--- src/rtl/vram_writer.sv ---
// ---------------------------------------------------------------------------
// vram_writer
//
// Host-side command engine for the write port of the dual-port display
// memory. Commands arrive over a valid/ready handshake and are turned into at
// most one memory write per clock. The video scanout owns the read port.
//
// Commands (cmd_op_i):
//   0 SET_ADDR : cur_addr <= cmd_addr_i
//   1 WRITE    : write cmd_data_i at cur_addr, cur_addr += inc
//   2 FILL     : write cmd_data_i to cmd_count_i+1 consecutive words
//                (stride inc). The first word goes out on the accept edge.
//   3 SET_INC  : inc <= cmd_addr_i (0 is legal: same address repeatedly)
//
// Ports:
//   clk            clock; the memory write clock is tied to it
//   reset_i        asynchronous active-high reset
//   cmd_valid_i    command present
//   cmd_ready_o    engine can accept a command this cycle
//   cmd_op_i       command opcode
//   cmd_addr_i     address (SET_ADDR) or increment (SET_INC)
//   cmd_data_i     data for WRITE / FILL
//   cmd_count_i    FILL word count minus one
//   abort_i        stops an in-progress FILL; ignored when idle
//   busy_o         FILL in progress
//   cur_addr_o     next address to be written
//   wr_en_o        memory write enable (one cycle per word)
//   wr_address_o   memory write address (holds while wr_en_o is low)
//   wr_data_o      memory write data    (holds while wr_en_o is low)
// ---------------------------------------------------------------------------
module vram_writer #(
    parameter int ADDR_W = 10,
    parameter int DATA_W = 8
) (
    input  logic              clk,
    input  logic              reset_i,
    input  logic              cmd_valid_i,
    output logic              cmd_ready_o,
    input  logic [1:0]        cmd_op_i,
    input  logic [ADDR_W-1:0] cmd_addr_i,
    input  logic [DATA_W-1:0] cmd_data_i,
    input  logic [ADDR_W-1:0] cmd_count_i,
    input  logic              abort_i,
    output logic              busy_o,
    output logic [ADDR_W-1:0] cur_addr_o,
    output logic              wr_en_o,
    output logic [ADDR_W-1:0] wr_address_o,
    output logic [DATA_W-1:0] wr_data_o
);

    typedef enum logic {
        IDLE = 1'b0,
        FILL = 1'b1
    } state_t;

    localparam logic [1:0] OP_SET_ADDR = 2'd0;
    localparam logic [1:0] OP_WRITE    = 2'd1;
    localparam logic [1:0] OP_FILL     = 2'd2;
    localparam logic [1:0] OP_SET_INC  = 2'd3;

    state_t              state_reg,      state_next;
    logic [ADDR_W-1:0]   cur_addr_reg,   cur_addr_next;
    logic [ADDR_W-1:0]   inc_reg,        inc_next;
    logic [ADDR_W-1:0]   remaining_reg,  remaining_next;
    logic [DATA_W-1:0]   fill_data_reg,  fill_data_next;
    logic                wr_en_reg,      wr_en_next;
    logic [ADDR_W-1:0]   wr_address_reg, wr_address_next;
    logic [DATA_W-1:0]   wr_data_reg,    wr_data_next;
    logic                accept;

    // Ready depends only on registered state (plus reset), so it never
    // combinationally depends on cmd_valid_i.
    assign cmd_ready_o = (state_reg == IDLE) && !reset_i;
    assign accept      = cmd_valid_i && cmd_ready_o;

    assign busy_o       = (state_reg == FILL);
    assign cur_addr_o   = cur_addr_reg;
    assign wr_en_o      = wr_en_reg;
    assign wr_address_o = wr_address_reg;
    assign wr_data_o    = wr_data_reg;

    always_ff @(posedge clk or posedge reset_i) begin
        if (reset_i) begin
            state_reg      <= IDLE;
            cur_addr_reg   <= '0;
            inc_reg        <= {{(ADDR_W-1){1'b0}}, 1'b1};
            remaining_reg  <= '0;
            fill_data_reg  <= '0;
            wr_en_reg      <= 1'b0;
            wr_address_reg <= '0;
            wr_data_reg    <= '0;
        end else begin
            state_reg      <= state_next;
            cur_addr_reg   <= cur_addr_next;
            inc_reg        <= inc_next;
            remaining_reg  <= remaining_next;
            fill_data_reg  <= fill_data_next;
            wr_en_reg      <= wr_en_next;
            wr_address_reg <= wr_address_next;
            wr_data_reg    <= wr_data_next;
        end
    end

    always_comb begin
        state_next      = state_reg;
        cur_addr_next   = cur_addr_reg;
        inc_next        = inc_reg;
        remaining_next  = remaining_reg;
        fill_data_next  = fill_data_reg;
        wr_en_next      = 1'b0;
        // Address/data hold their last value when no write is issued.
        wr_address_next = wr_address_reg;
        wr_data_next    = wr_data_reg;

        unique case (state_reg)
            IDLE: begin
                if (accept) begin
                    unique case (cmd_op_i)
                        OP_SET_ADDR: cur_addr_next = cmd_addr_i;
                        OP_SET_INC:  inc_next      = cmd_addr_i;
                        OP_WRITE: begin
                            wr_en_next      = 1'b1;
                            wr_address_next = cur_addr_reg;
                            wr_data_next    = cmd_data_i;
                            cur_addr_next   = cur_addr_reg + inc_reg;
                        end
                        OP_FILL: begin
                            // First word is written on the accept edge, so a
                            // count of zero is a single write that never
                            // leaves IDLE.
                            wr_en_next      = 1'b1;
                            wr_address_next = cur_addr_reg;
                            wr_data_next    = cmd_data_i;
                            cur_addr_next   = cur_addr_reg + inc_reg;
                            fill_data_next  = cmd_data_i;
                            if (cmd_count_i != '0) begin
                                state_next     = FILL;
                                remaining_next = cmd_count_i;
                            end
                        end
                        default: ;
                    endcase
                end
            end
            FILL: begin
                if (abort_i) begin
                    // Abort beats the write on the same edge, so cur_addr
                    // still names the first unwritten word.
                    state_next     = IDLE;
                    remaining_next = '0;
                end else begin
                    wr_en_next      = 1'b1;
                    wr_address_next = cur_addr_reg;
                    wr_data_next    = fill_data_reg;
                    cur_addr_next   = cur_addr_reg + inc_reg;
                    remaining_next  = remaining_reg - 1'b1;
                    if (remaining_reg == {{(ADDR_W-1){1'b0}}, 1'b1}) begin
                        state_next = IDLE;
                    end
                end
            end
            default: state_next = IDLE;
        endcase
    end

endmodule

--- config.mk ---
export PLATFORM = sky130hd
export DESIGN_NAME = vram_writer
export DESIGN_NICKNAME = d
export VERILOG_FILES = /design/src/rtl/vram_writer.sv
export SDC_FILE = /design/constraint.sdc
export NUM_CORES = 1
export LEC_CHECK = 0
export BUFFER_PORTS_ARGS = -buffer_cell sky130_fd_sc_hd__buf_2
export CORE_ASPECT_RATIO = 1.25
export CORE_UTILIZATION = 40
export DETAILED_ROUTE_END_ITERATION = 16
export SYNTH_ARGS = -nofsm -noshare
export SYNTH_HDL_FRONTEND = slang
export SYNTH_SLANG_ARGS = --single-unit
--- constraint.sdc ---
create_clock -name clk -period 3.2 [get_ports clk]
set_input_delay 0.64 -clock clk [delete_from_list [all_inputs] [get_ports clk]]
set_output_delay 0.64 -clock clk [all_outputs]
set_load 0.05 [all_outputs]
== Word level (Yosys, flattened, before mapping) ==
Cells that the tools add are included.

* Add/sub/neg operators: 2
* Eq/ne operators: 10
* Multiplexer cells: 27
* Bitwise operators: 1
* Reduce and logical (&&, ||, !) cells: 11

{| class="wikitable"
|+ Operators with widths
! kind !! count
|-
| 10-bit two-way mux || 9
|-
| 10-bit case mux with 2 select lines || 4
|-
| 8-bit two-way mux || 3
|-
| 8-bit case mux with 2 select lines || 1
|-
| 3-bit AND reduction || 5
|-
| 10-bit adder || 1
|-
| 10-bit by 1-bit == test with 1-bit output, second input constant || 1
|-
| 10-bit nonzero test || 1
|-
| 10-bit by 1-bit subtractor with 10-bit output, second input constant || 1
|-
| 1-bit two-way mux || 8
|-
| 2-bit != test, second input constant || 3
|-
| 2-bit == test, second input constant || 2
|-
| 2-bit by 1-bit != test with 1-bit output, second input constant || 2
|-
| 1-bit case mux with 2 select lines || 2
|-
| 3-bit by 2-bit != test with 1-bit output, second input constant || 1
|-
| 2-bit by 1-bit == test with 1-bit output, second input constant || 1
|-
| 1-bit logical AND || 2
|-
| 2-bit zero test || 1
|-
| 2-bit OR reduction || 1
|-
| 1-bit zero test || 1
|-
| 1-bit inverter || 1
|}

* Bits in registers: 58
* Output and inout bits: 31

== Longest topological paths before layout ==
* Depth in word-level cells: 5
* Gate-level depth with buffers: 9
* Depth with buffers taken out: 8

== Least setup slack after synthesis ==
No wires, ideal clock.

* Path type: register to register
* From: register cur_addr_reg[0] (netlist: cur_addr_o[0])
* To: register cur_addr_reg[8] (netlist: cur_addr_o[8])
* Arrival time: 2515 ps
* Required time: 3118 ps
* Setup slack: 603 ps
* Cell stages (with the launch flop): 9
* Path buffers: 0
* Clock period less this slack: 2597 ps
* Cells stage by stage: dfrtp_1 > ha_1 > fa_1 > a21o_1 > a31oi_1 > nand3_1 > nand3_1 > or3b_2 > a31oi_1

* Longest elaborated chain between the ends: 4
* Elaborated cells on any way between the ends: 5
* Classes of those cells: add/sub (1); mux (4)

{| class="wikitable"
|+ Ends and longest elaborated chain
! element !! RTL line !! RTL
|-
| from (decl) || 62 || <nowiki>logic [ADDR_W-1:0] cur_addr_reg, cur_addr_next;</nowiki>
|-
| from (signal assigned) || 94 || <nowiki>cur_addr_reg <= cur_addr_next;</nowiki>
|-
| 10-bit adder * || 125, 134, 155 ||
|-
| 10-bit case mux with 2 select lines || 118 || <nowiki>unique case (cmd_op_i)</nowiki>
|-
| 10-bit two-way mux || 117 || <nowiki>if (accept) begin</nowiki>
|-
| 10-bit case mux with 2 select lines * || 115 || <nowiki>unique case (state_reg)</nowiki>
|}

Every way passes the cells marked *; elsewhere a longest branch is shown, timed or not. The select of a mux whose other input is x is not followed.
A chain may end at the register's enable or synchronous reset.

== Worst setup path after layout ==
Ends and elaborated chain as after synthesis.

==> impl_results.md <==
- Initial antenna violation count: 0
- Layout cells sized above 1: 34.07%
- WL/cell: 14.72 um
- Hold Buf Count CTS: 0
- EDFF count, synth: 0
- Final setup viols: 0
- Critical path capture point type: flop
- Clk root buf: clkbuf_8
- DP Wirelength: 4669 um
- Final #Nets: 405
- Worst path bufs/invs: 0
- Skew final: 0.004477 ns
- Primary FF master, synth: dfrtp_1
- Crit Path Class: flop to flop
- Final period util: 79.65%
- I/O pins: 65
- Mapped Avg Cell Area: 10.50 sq um
- Die height: 99.20 um
- Least-Margin Pin Slew: 0.7558 ns
- Clock Path Buffers: 2
- Worst Path Required: 3.46 ns
- CP max stage delay: 0.43 ns
- Hold Path Depth: 1
- Pleak: 0.001679 uW
- Avg Vias per Cell: 5.311
- Max-Cap Viols: 0
- Total Wirelength: 6669 um
- Layout filler cell count: 680
- Initial Util: 41.09%
- YS warnings: 0
- R2r setup slk: 0.65 ns
- Final Max Tran Viols: 0
- Worst skew pair latency: 0.34 ns
- Drt pass-1 iters: 4
- Post-synthesis net count: 337
- Async S/R FF share, synth: 100.0%
- Status: complete, no violations
- Fmax: 392.4 MHz
- Buffers on Ports: 64
- CP max stage cell: or3b_2
- Number of setup buffers added after CTS: 0
- Cts repair resizes: 0
- GP Congestion: 0.8174
- Yosys cell types: 47
- HP Start: wr_address_o[7]$_DFFE_PP0P_
- Rows: 35
- Hold_ws: 0.5016 ns
- Grt total ovfl: 0
- R2R Path End: cur_addr_o[8]$_DFFE_PP0P_
- Core area: 7357 sq um
- CP startpoint kind: flop
- DRC violation count after routing: 0
- Top Family by Delay on Critical Path: compound AO/OA/AOI/OAI gates
- Final hold vios: 0
- Register area share after synthesis: 48.05%
- Reg-to-Reg Start: cur_addr_o[0]$_DFFE_PP0P_
- TritonCTS buffer count: 9
- Seq cells post-synth: 58
- M2 GR Usage: 30.18%
- Final TNS setup: 0 ns
- Pwr/cell area: 968.9 nW/um^2
- Clk sinks: 58
- Antenna Violating Nets Remaining: 0
- Antenna cells: 0
- Die W: 79.76 um
- Iteration-0 DRC Markers: 86
- CTS tree: yes
- Mapped Area: 3023 sq um
- Crit path DAT: 2.80 ns
- Cells after Synth: 288
- Overall routing resource usage: 18.14%
- Vias in the first global route: 2,331
- Met1 Use GR: 22.08%
- Hold endpoint: wr_address_o[7]$_DFFE_PP0P_
- Worst vdd ir: 548.3 uV
- CP max FO: 4
- Global routing usage on met3: 5.046%
- Vias after detailed routing: 2,406
- Total power: 3542 uW
- CTS H-Tree Depth: 3
- Worst r2r path cells: 8
- Tmin final: 2.549 ns
- Clk slew on worst S/H paths: 0.06 ns
- Min-delay worst type: flop to flop
- RSZ-0062 raised after global routing: false
- First-pass GRT wire length: 11,050 um
- Slew HR: 49.62%
- Layout overhead on the synthesized area: 20.94%
- Critical path, cell by cell: ha_1, fa_1, a21o_1, a31oi_1, nand3_1, nand3_1, or3b_2, a31oi_1
- Global route hottest layer: met2
- Largest net degree at the start of global routing: 59
- Die area: 7911 sq um
## metal layers
| metal | wire length (um) | share of wire (%) | up-vias |
|---|---|---|---|
| li1 | - | - | 1172 |
| met1 | 2945 | 44 | 1155 |
| met2 | 3299 | 49 | 68 |
| met3 | 305 | 4.6 | 11 |
| met4 | 119 | 1.8 | 0 |
| met5 | 0 | 0 | - |
## cells in the final DEF (no fill, tap or decap), drive strengths merged, types with 2 or more instances in the layout
master,synthesis,final
o21ai,15,15
nand2,22,22
nand2b,3,3
nand3,4,4
ha,14,14
a221oi,2,2
mux2i,10,10
or4,2,2
nor4,2,2
nor3,2,2
buf,3,69
mux2,29,29
nor2,34,34
a221o,3,3
inv,8,8
xnor2,2,2
nor2b,4,4
a31oi,7,7
xor2,4,4
o22ai,3,3
or2,3,3
clkbuf,9,14
a211o,2,2
a21oi,21,21
dfrtp,57,57
a21o,4,4
## how the worst max path moves through the flow
| stage | slack (ns) | depth (start not counted) | end | start |
|---|---|---|---|---|
| 3_3_place_gp | 0.69 | 8 | remaining_reg[3]$_DFFE_PP0P_ | cmd_op_i[0] |
| 5_1_grt | 0.46 | 8 | cur_addr_o[8]$_DFFE_PP0P_ | cur_addr_o[0]$_DFFE_PP0P_ |
| 6_report | 0.65 | 8 | cur_addr_o[8]$_DFFE_PP0P_ | cur_addr_o[0]$_DFFE_PP0P_ |
| 3_5_place_dp | 0.67 | 8 | remaining_reg[6]$_DFFE_PP0P_ | cmd_op_i[0] |
| 4_1_cts | 0.66 | 8 | cur_addr_o[8]$_DFFE_PP0P_ | cur_addr_o[0]$_DFFE_PP0P_ |
| 2_1_floorplan | 0.60 | 8 | cur_addr_o[8]$_DFFE_PP0P_ | cur_addr_o[0]$_DFFE_PP0P_ |
## where the power goes
part / internal [uW] / switching (uW)
sequential: 982 / 178
combinational: 569 / 1110
clock: 423 / 285
total: 1970 / 1570
## cell usage after synthesis, types with 4 or more instances
library cell,count,share of area (%)
dfrtp_1,57,47
nand3_1,4,0.66
clkbuf_1,9,1.1
o21ai_0,15,2.5
inv_1,8,0.99
mux2i_1,10,3.3
mux2_2,29,11
a21o_1,4,0.99
nor2_1,34,4.2
a31oi_1,7,1.4
a21oi_1,21,3.5
ha_1,14,5.8
nand2_1,22,2.7
nor2b_1,4,0.83
xor2_1,4,1.2
## kinds of logic (layout without fill, tap and decap cells)
group	Yosys count	in the layout	share of synthesized area [%]
multiplexers	39	39	14.11
buffers and inverters	20	93	2.566
AO/OA/AOI/OAI	66	66	13.99
flip-flops	58	58	48.05
XOR/XNOR	6	6	1.738
AND/OR/NAND/NOR	84	84	13.08
adder cells (fa/ha/maj)	15	15	6.457
## layout make-up
type | count | area (sq um) | area share, %
clock buffers | 14 | 172.7 | 4.723
inverters | 8 | 30.03 | 0.8214
repair buffers | 69 | 357.8 | 9.788
well taps | 92 | 115.1 | 3.149
clock inverters | 2 | 35.03 | 0.9582
flip-flops and latches | 58 | 1453 | 39.73
multi-input cells | 210 | 1493 | 40.83
## through the flow
step / instances / area [sq um] / utilization, % / setup WS, ns
3_3_place_gp: 437 / 3448 / 46.87 / 0.6895
3_5_place_dp: 437 / 3448 / 46.87 / 0.6742
4_1_cts: 453 / 3656 / 49.69 / 0.6616
5_1_grt: 453 / 3656 / 49.69 / 0.4618
2_1_floorplan: 288 / 3023 / - / 0.6031
6_report: 453 / 3656 / 49.69 / 0.6513
(Power assumes the default switching activity.)
